### src/rtl/julia_pkg.sv
// Shared definitions for the Julia-set renderer: fixed-point format,
// iteration cap, scanner states and the RGB332 pixel type.
package julia_pkg;

    localparam int FRAC_BITS      = 13;
    localparam int ONE            = 1 << FRAC_BITS;
    localparam int ITER_LIMIT_DEF = 100;

    typedef enum logic [2:0] {
        S_IDLE,
        S_LOAD,
        S_START,
        S_GUARD,
        S_WAIT,
        S_WRITE,
        S_ADVANCE
    } scan_state_t;

    typedef logic [7:0] rgb332_t;

endpackage

### src/rtl/julia_palette.sv
// Maps an escape-time iteration count to an RGB332 colour; points inside
// the set (or bogus negative counts) are black, everything else is non-zero.
module julia_palette
    import julia_pkg::*;
#(
    parameter int ITER_LIMIT = ITER_LIMIT_DEF
) (
    input  logic signed [31:0] i_count,
    output rgb332_t            o_rgb
);

    always_comb begin
        o_rgb = 8'h00;
        if (i_count >= 0 && i_count < ITER_LIMIT)
            o_rgb = {i_count[2:0], i_count[5:3], i_count[6], 1'b1};
    end

endmodule

### src/rtl/julia_scan.sv
// Raster pixel sequencer: seeds the escape-time calculator one pixel at a
// time, waits for its result and writes the coloured pixel to the frame buffer.
module julia_scan
    import julia_pkg::*;
#(
    parameter int H_RES      = 640,
    parameter int V_RES      = 480,
    parameter int ITER_LIMIT = ITER_LIMIT_DEF,
    parameter int TIMEOUT    = 4096
) (
    input  logic               CLK,
    input  logic               RST,
    input  logic               FRAME_START,
    input  logic signed [31:0] ORIGIN_R,
    input  logic signed [31:0] ORIGIN_I,
    input  logic signed [31:0] STEP,
    input  logic signed [31:0] C_R,
    input  logic signed [31:0] C_I,
    output logic signed [31:0] ZR,
    output logic signed [31:0] ZI,
    output logic signed [31:0] CR,
    output logic signed [31:0] CI,
    output logic               CALC_START,
    input  logic               CALC_END,
    input  logic signed [31:0] CALC_NUM,
    output logic               WR_EN,
    output logic [18:0]        WR_ADDR,
    output logic [7:0]         WR_DATA,
    input  logic               FB_READY,
    output logic               BUSY,
    output logic               FRAME_DONE,
    output logic               ERR
);

    localparam int X_W  = $clog2(H_RES + 1);
    localparam int Y_W  = $clog2(V_RES + 1);
    localparam int TO_W = $clog2(TIMEOUT + 1);
    localparam logic [X_W-1:0]  X_LAST  = X_W'(H_RES - 1);
    localparam logic [Y_W-1:0]  Y_LAST  = Y_W'(V_RES - 1);
    localparam logic [TO_W-1:0] TO_LAST = TO_W'(TIMEOUT - 1);

    scan_state_t        r_state, w_next;
    logic signed [31:0] r_org_r, r_org_i, r_step, r_c_r, r_c_i;
    logic signed [31:0] r_zr, r_zi, r_cr, r_ci;
    logic [X_W-1:0]     r_x;
    logic [Y_W-1:0]     r_y;
    logic [18:0]        r_addr;
    rgb332_t            r_wdata;
    logic [TO_W-1:0]    r_wdog;
    logic               r_err;
    logic               w_x_last, w_y_last, w_timeout;
    logic signed [31:0] w_count;
    rgb332_t            w_pix;

    assign w_x_last  = (r_x == X_LAST);
    assign w_y_last  = (r_y == Y_LAST);
    assign w_timeout = (r_state == S_WAIT) && !CALC_END && (r_wdog == TO_LAST);
    // A timed-out pixel is painted as if it never escaped.
    assign w_count   = w_timeout ? ITER_LIMIT : CALC_NUM;

    julia_palette #(.ITER_LIMIT(ITER_LIMIT)) u_palette (
        .i_count (w_count),
        .o_rgb   (w_pix)
    );

    always_ff @(posedge CLK) begin
        if (RST) r_state <= S_IDLE;
        else     r_state <= w_next;
    end

    always_comb begin
        w_next     = r_state;
        CALC_START = 1'b0;
        WR_EN      = 1'b0;
        FRAME_DONE = 1'b0;
        case (r_state)
            S_IDLE:    if (FRAME_START) w_next = S_LOAD;
            S_LOAD:    w_next = S_START;
            S_START: begin
                CALC_START = 1'b1;
                w_next     = S_GUARD;
            end
            // The calculator drops its done flag only after seeing start.
            S_GUARD:   w_next = S_WAIT;
            S_WAIT:    if (CALC_END || w_timeout) w_next = S_WRITE;
            S_WRITE: begin
                WR_EN = 1'b1;
                if (FB_READY) w_next = S_ADVANCE;
            end
            S_ADVANCE: begin
                if (w_x_last && w_y_last) begin
                    FRAME_DONE = 1'b1;
                    w_next     = S_IDLE;
                end else begin
                    w_next = S_START;
                end
            end
            default:   w_next = S_IDLE;
        endcase
    end

    always_ff @(posedge CLK) begin
        if (RST) begin
            r_zr    <= '0;
            r_zi    <= '0;
            r_cr    <= '0;
            r_ci    <= '0;
            r_x     <= '0;
            r_y     <= '0;
            r_addr  <= '0;
            r_wdata <= '0;
            r_wdog  <= '0;
            r_err   <= 1'b0;
        end else begin
            case (r_state)
                S_IDLE: begin
                    if (FRAME_START) begin
                        r_org_r <= ORIGIN_R;
                        r_org_i <= ORIGIN_I;
                        r_step  <= STEP;
                        r_c_r   <= C_R;
                        r_c_i   <= C_I;
                        r_err   <= 1'b0;
                    end
                end
                S_LOAD: begin
                    r_x    <= '0;
                    r_y    <= '0;
                    r_addr <= '0;
                    r_zr   <= r_org_r;
                    r_zi   <= r_org_i;
                    r_cr   <= r_c_r;
                    r_ci   <= r_c_i;
                end
                S_GUARD: r_wdog <= '0;
                S_WAIT: begin
                    if (CALC_END || w_timeout) r_wdata <= w_pix;
                    else                       r_wdog  <= r_wdog + 1'b1;
                    if (w_timeout) r_err <= 1'b1;
                end
                S_ADVANCE: begin
                    if (!w_x_last) begin
                        r_x    <= r_x + 1'b1;
                        r_zr   <= r_zr + r_step;
                        r_addr <= r_addr + 19'd1;
                    end else if (!w_y_last) begin
                        r_x    <= '0;
                        r_y    <= r_y + 1'b1;
                        r_zr   <= r_org_r;
                        r_zi   <= r_zi - r_step;
                        r_addr <= r_addr + 19'd1;
                    end
                end
                default: ;
            endcase
        end
    end

    assign ZR      = r_zr;
    assign ZI      = r_zi;
    assign CR      = r_cr;
    assign CI      = r_ci;
    assign WR_ADDR = r_addr;
    assign WR_DATA = r_wdata;
    assign BUSY    = (r_state != S_IDLE);
    assign ERR     = r_err;

endmodule

### config.mk
export PLATFORM = sky130hd
export DESIGN_NAME = julia_scan
export DESIGN_NICKNAME = d
export VERILOG_FILES = /design/src/rtl/julia_pkg.sv /design/src/rtl/julia_palette.sv /design/src/rtl/julia_scan.sv
export SDC_FILE = /design/constraint.sdc
export NUM_CORES = 1
export LEC_CHECK = 0
export CAP_MARGIN = 10
export CORE_MARGIN = 10
export CORE_UTILIZATION = 38
export CTS_CLUSTER_DIAMETER = 50
export CTS_CLUSTER_SIZE = 16
export DETAILED_ROUTE_END_ITERATION = 8
export HOLD_SLACK_MARGIN = 0.02
export PLACE_DENSITY = 0.67
export RECOVER_POWER = 100
export SLEW_MARGIN = 20
export SYNTH_ARGS = -nofsm -noshare
export SYNTH_HDL_FRONTEND = slang
export SYNTH_SLANG_ARGS = --single-unit
### constraint.sdc
create_clock -name CLK -period 13.9 [get_ports CLK]
set_clock_uncertainty 0.1 [all_clocks]
set_input_delay 2.78 -clock CLK [delete_from_list [all_inputs] [get_ports CLK]]
set_output_delay 2.78 -clock CLK [all_outputs]
set_load 0.01 [all_outputs]
==> impl_metrics.env, run 1 <==
export IMPL_syn_num_nets=1819
export IMPL_synthTopCellsByCount="nand2_1 (222), dfxtp_1 (191), a21oi_1 (180), edfxtp_1 (160), nor2_1 (108)"
export IMPL_drc=0
export IMPL_clockPowerShare=0.407
export IMPL_critPathMaxFanout=75
export IMPL_hold_buffers=0
export IMPL_fmax_mhz=110
export IMPL_ys_warn_count=0
export IMPL_cts_max_level=2
export IMPL_design_area_um2=21300
export IMPL_power_frac_comb=0.163
export IMPL_drt_iter0_markers=1108
export IMPL_post_cts_resized=0
export IMPL_timing_final_crit_period_ns=9.08
export IMPL_setup_violations=0
export IMPL_wl_per_cell_um=19.5
export IMPL_cts_sinks=351
export IMPL_cp_buffers_inverters=3
export IMPL_p_sw_mw=0.776
export IMPL_core_rowCount=74
export IMPL_vias=13100
export IMPL_synth_cells=1554
export IMPL_switching_share=0.281
export IMPL_use_met1=0.225
export IMPL_regToRegStartpoint="r_step[0]"
export IMPL_r2r_setup_slack_ns=10.30
export IMPL_clk_latency_ns=0.56
export IMPL_tns_ns=0
export IMPL_maxSlewViolCount=170
export IMPL_postCtsSetupBuffers=0
export IMPL_postSynthAreaPerCell_um2=10.2
export IMPL_synthFlopType="dfxtp_1"
export IMPL_use_met3=0.0439
export IMPL_busiest_layer="met2"
export IMPL_worstSetupEndpointType="flip-flop"
export IMPL_die_w_um=224
export IMPL_cp_required_ns=14.25
export IMPL_powerDensity_nw_per_um2=130
export IMPL_via_per_inst=5.28
export IMPL_synth_top_cell_area_share=0.304
export IMPL_critical_path_max_stage_delay_ns=2.71
export IMPL_relSlewSlack=-1.47
export IMPL_status="complete, but fails checks"
export IMPL_netlist_area_um2=15800
export IMPL_port_buffers=356
export IMPL_ys_ff_latch=351
export IMPL_synth_cell_types=76
export IMPL_io_pins=357
export IMPL_grt_usage=0.185
export IMPL_yosysMostFrequentCell="nand2_1"
export IMPL_holdPathEnd="CR[4]"
export IMPL_final_core_util=0.521
export IMPL_fin_crit_sh=0.653
export IMPL_ys_seq_area_frac=0.547
export IMPL_area_growth_syn_to_layout_pct=35.2
export IMPL_critPathLaunchType="input port"
export IMPL_ir_drop_mv=0.0808
export IMPL_worst_pin_slew_ns=3.70
export IMPL_ant_nets=0
export IMPL_dp_cells=2389
export IMPL_cp_cell_sequence="clkbuf_1 -> clkbuf_1 -> clkbuf_1 -> a311oi_1 -> and3_1"
export IMPL_synth_area_leaders="edfxtp_1 (30%), dfxtp_1 (24%), a21oi_1 (5.7%), nand2_1 (5.3%), ha_1 (5.2%)"
export IMPL_rr_endpoint="ZI[28]"
export IMPL_p_seq_frac=0.430
export IMPL_clockRootBuffer="clkbuf_16"
export IMPL_core_um2=40900
export IMPL_yosysTopAreaCell="edfxtp_1"
export IMPL_whs_path_depth=2
export IMPL_met2_usage=0.310
export IMPL_grt_ovfl_total=0
export IMPL_slowest_stage="clkbuf_1"
export IMPL_clock_path_buffers=3
export IMPL_antenna_found_initial=9
export IMPL_finalHoldViolations=0
export IMPL_p_int_mw=1.99
export IMPL_dieHeight_um=224
export IMPL_worst_path_dominant_cell_family="buffers and inverters"
export IMPL_place_congestion=0.887
export IMPL_dieArea_um2=50100
export IMPL_grt_max_degree=161
export IMPL_crit_path_frequent_cell="clkbuf_1"
export IMPL_violations="capacitance limit, slew limit"
export IMPL_synth_edf_count=160
export IMPL_synthArstFlopShare=0
export IMPL_holdWs_ns=0.351
export IMPL_grt_pass1_vias=13000
export IMPL_place_area_um2=19900
export IMPL_num_nets_final=2166
export IMPL_path_class="input port to flip-flop"
export IMPL_grt_pass1_wl_mm=74.2
export IMPL_start_util=0.386
export IMPL_hold_class="flip-flop to flip-flop"
export IMPL_path_clk_slew_ns=0.06
export IMPL_rsz0062_at_grt="false"
export IMPL_cap_violations=3
export IMPL_final_cell_count_no_fill=2472
export IMPL_hp_start="CR[4]"
export IMPL_dp_hpwl_mm=34.8
export IMPL_r2r_cells=11
export IMPL_drive_above_1_share=0.0553
export IMPL_cts_buffers=42
export IMPL_first_pass_iters=5
export IMPL_routed_wl_mm=48.2
export IMPL_crit_arrival_ns=9.43
export IMPL_leakagePower_nw=8.53
export IMPL_cts_tree="done"
==> worst min-delay path, stage by stage, from the launching register on <==
cell	delay, ns
dfxtp_1	0.30
nand2_1	0.05
a21oi_1	0.05
==> cells in the final DEF (no fill, tap or decap), types with 43 or more instances in the layout <==
cell type,count
a21oi_1,180
clkbuf_16,43
dfxtp_1,191
dlygate4sd3_1,321
edfxtp_1,160
ha_1,66
inv_1,50
nand2_1,221
nor2_1,105
o21ai_0,47
xor2_1,50
==> routing by layer <==
| layer | routed length, µm | part of all wire |
|---|---|---|
| met4 | 1310 | 0.027 |
| met5 | 13 | 0.00027 |
| met1 | 20100 | 0.42 |
| met2 | 23700 | 0.49 |
| met3 | 3130 | 0.065 |
==> how the worst max path moves through the flow <==
stage | startpoint | cells after the start | to
floorplan | RST | 4 | r_c_i[0]
detailed placement | r_y[0] | 5 | FRAME_DONE
CTS | r_y[0] | 5 | FRAME_DONE
global placement | r_y[0] | 5 | FRAME_DONE
finish | RST | 5 | ZI[30]
global route | RST | 5 | ZI[30]
==> final cells by class <==
type | count | area [µm²]
Tap cell | 532 | 666
Sequential cell | 351 | 8630
Antenna cell | 6 | 15.0
Timing Repair Buffer | 370 | 3670
Clock inverter | 28 | 318
Fill cell | 3715 | 19600
Multi-Input combinational cell | 1086 | 6730
Inverter | 50 | 188
Clock buffer | 49 | 1120
==> kinds of logic after synthesis <==
group                    synth area share
AND/OR/NAND/NOR                     0.152
XOR/XNOR                           0.0427
multiplexers                       0.0121
adder cells (fa/ha/maj)            0.0549
buffers and inverters              0.0280
AO/OA/AOI/OAI                       0.164
flip-flops                          0.547
==> through the flow <==
step | setup slack [ns] | power, mW
finish | 4.82 | 2.76
global route | 4.21 | 2.89
CTS | 8.02 | 2.82
detailed placement | 8.66 | 1.68
global placement | 8.69 | 1.67
floorplan | 3.09 | 1.47
==> sequential cells by signal, indices dropped and copies added (netlist names) <==
signal,flops
CI,32
CR,32
ZI,32
ZR,32
r_c_i,32
r_c_r,32
r_org_i,32
r_org_r,32
r_step,32
WR_ADDR,19
r_wdog,13
r_x,10
r_y,9
WR_DATA,8
r_state,3
ERR,1
==> power by group through the flow <==
stage / clock [mW] / sequential (mW) / combinational (mW)
2_1_floorplan: 0 / 1.22 / 0.251
3_3_place_gp: 0 / 1.21 / 0.465
3_5_place_dp: 0 / 1.21 / 0.473
4_1_cts: 1.15 / 1.19 / 0.475
5_1_grt: 1.20 / 1.19 / 0.495
6_report: 1.12 / 1.19 / 0.451
Power figures use the tool's default switching activity.
==> run 2, diff against run 1 <==
==> constraint.sdc (replaced) <==
create_clock -name CLK -period 8.95 [get_ports CLK]
set_clock_uncertainty 0.1 [all_clocks]
set_input_delay 1.79 -clock CLK [delete_from_list [all_inputs] [get_ports CLK]]
set_output_delay 1.79 -clock CLK [all_outputs]
set_load 0.01 [all_outputs]
==> impl_metrics.env, run 2 (same netlist as run 1, synthesis figures left out) <==
export IMPL_status="complete, but fails checks"
export IMPL_violations="capacitance limit, slew limit"
export IMPL_timing_final_crit_period_ns=6.22
export IMPL_drc=0
export IMPL_grt_usage=0.185
export IMPL_crit_arrival_ns=6.58
export IMPL_finalPower_mw=4.31
export IMPL_drive_above_1_share=0.0553
export IMPL_holdWs_ns=0.350
export IMPL_slowest_stage="clkbuf_1"
export IMPL_switching_share=0.277
export IMPL_dieHeight_um=224
export IMPL_area_growth_syn_to_layout_pct=35.2
export IMPL_place_congestion=0.887
export IMPL_routed_wl_mm=48.0
export IMPL_worst_path_dominant_cell_family="buffers and inverters"
export IMPL_path_class="input port to flip-flop"
export IMPL_critPathMaxFanout=62
export IMPL_maxSlewViolCount=107
export IMPL_cts_sinks=351
export IMPL_tns_ns=0
export IMPL_port_buffers=356
export IMPL_core_um2=40900
export IMPL_fmax_mhz=161
export IMPL_ir_drop_mv=0.188
export IMPL_hold_buffers=0
export IMPL_power_frac_comb=0.162
export IMPL_p_int_mw=3.11
export IMPL_cp_required_ns=9.32
export IMPL_antenna_found_initial=9
export IMPL_grt_ovfl_total=0
export IMPL_critical_path_max_stage_delay_ns=1.97
export IMPL_cts_buffers=43
export IMPL_vias=13100
export IMPL_wl_per_cell_um=19.4
export IMPL_regToRegStartpoint="r_step[0]"
export IMPL_first_pass_iters=5
export IMPL_clock_path_buffers=3
export IMPL_worstSetupEndpointType="flip-flop"
export IMPL_final_core_util=0.521
export IMPL_cap_violations=2
export IMPL_r2r_setup_slack_ns=5.28
export IMPL_clockRootBuffer="clkbuf_16"
export IMPL_grt_pass1_vias=13200
export IMPL_dp_hpwl_mm=34.6
export IMPL_grt_pass1_wl_mm=74.1
export IMPL_dieArea_um2=50100
export IMPL_p_seq_frac=0.428
export IMPL_p_sw_mw=1.20
export IMPL_cp_cell_sequence="clkbuf_1 -> clkbuf_1 -> buf_4 -> a311oi_1 -> and3_1"
export IMPL_finalHoldViolations=0
export IMPL_start_util=0.386
export IMPL_setup_violations=0
export IMPL_postCtsSetupBuffers=0
export IMPL_hp_start="CR[2]"
export IMPL_leakagePower_nw=8.54
export IMPL_via_per_inst=5.31
export IMPL_num_nets_final=2167
export IMPL_cts_max_level=2
export IMPL_hold_class="flip-flop to flip-flop"
export IMPL_relSlewSlack=-0.910
export IMPL_die_w_um=224
export IMPL_layout_common_cells="dlygate4sd3_1 (320), nand2_1 (221), dfxtp_1 (191), a21oi_1 (180), edfxtp_1 (160)"
export IMPL_clockPowerShare=0.410
export IMPL_drt_iter0_markers=871
export IMPL_worst_pin_slew_ns=2.86
export IMPL_rsz0062_at_grt="false"
export IMPL_critPathLaunchType="input port"
export IMPL_ant_nets=0
export IMPL_path_clk_slew_ns=0.06
export IMPL_post_cts_resized=0
export IMPL_core_rowCount=74
export IMPL_clk_latency_ns=0.57
export IMPL_fin_crit_sh=0.695
export IMPL_cts_tree="done"
export IMPL_crit_path_frequent_cell="clkbuf_1"
export IMPL_cp_buffers_inverters=3
export IMPL_final_common_cell="dlygate4sd3_1"
export IMPL_io_pins=357
export IMPL_startpoint="RST"
export IMPL_powerDensity_nw_per_um2=202
export IMPL_grt_max_degree=161
==> run 2: changes by cell type in the layout (fill, tap and decap cells not counted), sizes merged <==
cell | previous run | this run
dlygate4sd3 | 321 | 320
clkinvlp | 2 | 3
inv | 60 | 61
buf | 12 | 13
diode | 6 | 5
clkinv | 14 | 12
clkdlybuf4s50 | 34 | 35
==> run 2: layer usage <==
layer / global-route usage / up-vias / share of wire
met3: 0.0524 / 84 / 0.074
met2: 0.313 / 419 / 0.49
met5: 0 / - / 0.00083
met1: 0.216 / 6253 / 0.41
li1: - / 6362 / -
met4: 0.0767 / 6 / 0.028
==> run 2: power by group through the flow <==
| stage | Combinational, mW | Clock, mW | Sequential [mW] |
|---|---|---|---|
| floorplan | 0.390 | 0 | 1.89 |
| global placement | 0.719 | 0 | 1.88 |
| detailed placement | 0.732 | 0 | 1.88 |
| CTS | 0.737 | 1.82 | 1.85 |
| global route | 0.769 | 1.88 | 1.86 |
| finish | 0.699 | 1.76 | 1.85 |
==> run 2: area by class of cell <==
class,instances,area (µm²)
Sequential cell,351,8630
Fill cell,3711,19600
Timing Repair Buffer,370,3670
Antenna cell,5,12.5
Multi-Input combinational cell,1086,6710
Inverter,50,188
Clock inverter,28,295
Clock buffer,50,1160
Tap cell,532,666
==> run 2: path summary, 6_finish.rpt <==
path / end / cells after the start
max: ZI[30] / 5
min: CR[2] / 2
max reg2reg: ZI[28] / 11
min reg2reg: CR[2] / 2
==> run 2: worst min-delay path: cells and delay by family (launching register included) <==
| kind | cells | cell delay [ns] |
|---|---|---|
| AOI/OAI and AO/OA | 1 | 0.05 |
| DFF | 1 | 0.30 |
| and+or+nand+nor | 1 | 0.05 |
==> run 2: stage by stage <==
step / std cells / area [µm²] / setup WS, ns
global placement: 2389 / 19900 / 4.76
finish: 2472 / 21300 / 2.73
detailed placement: 2389 / 19900 / 4.74
CTS: 2467 / 21300 / 4.12
floorplan: 1554 / 15800 / 1.84
global route: 2472 / 21300 / 2.34
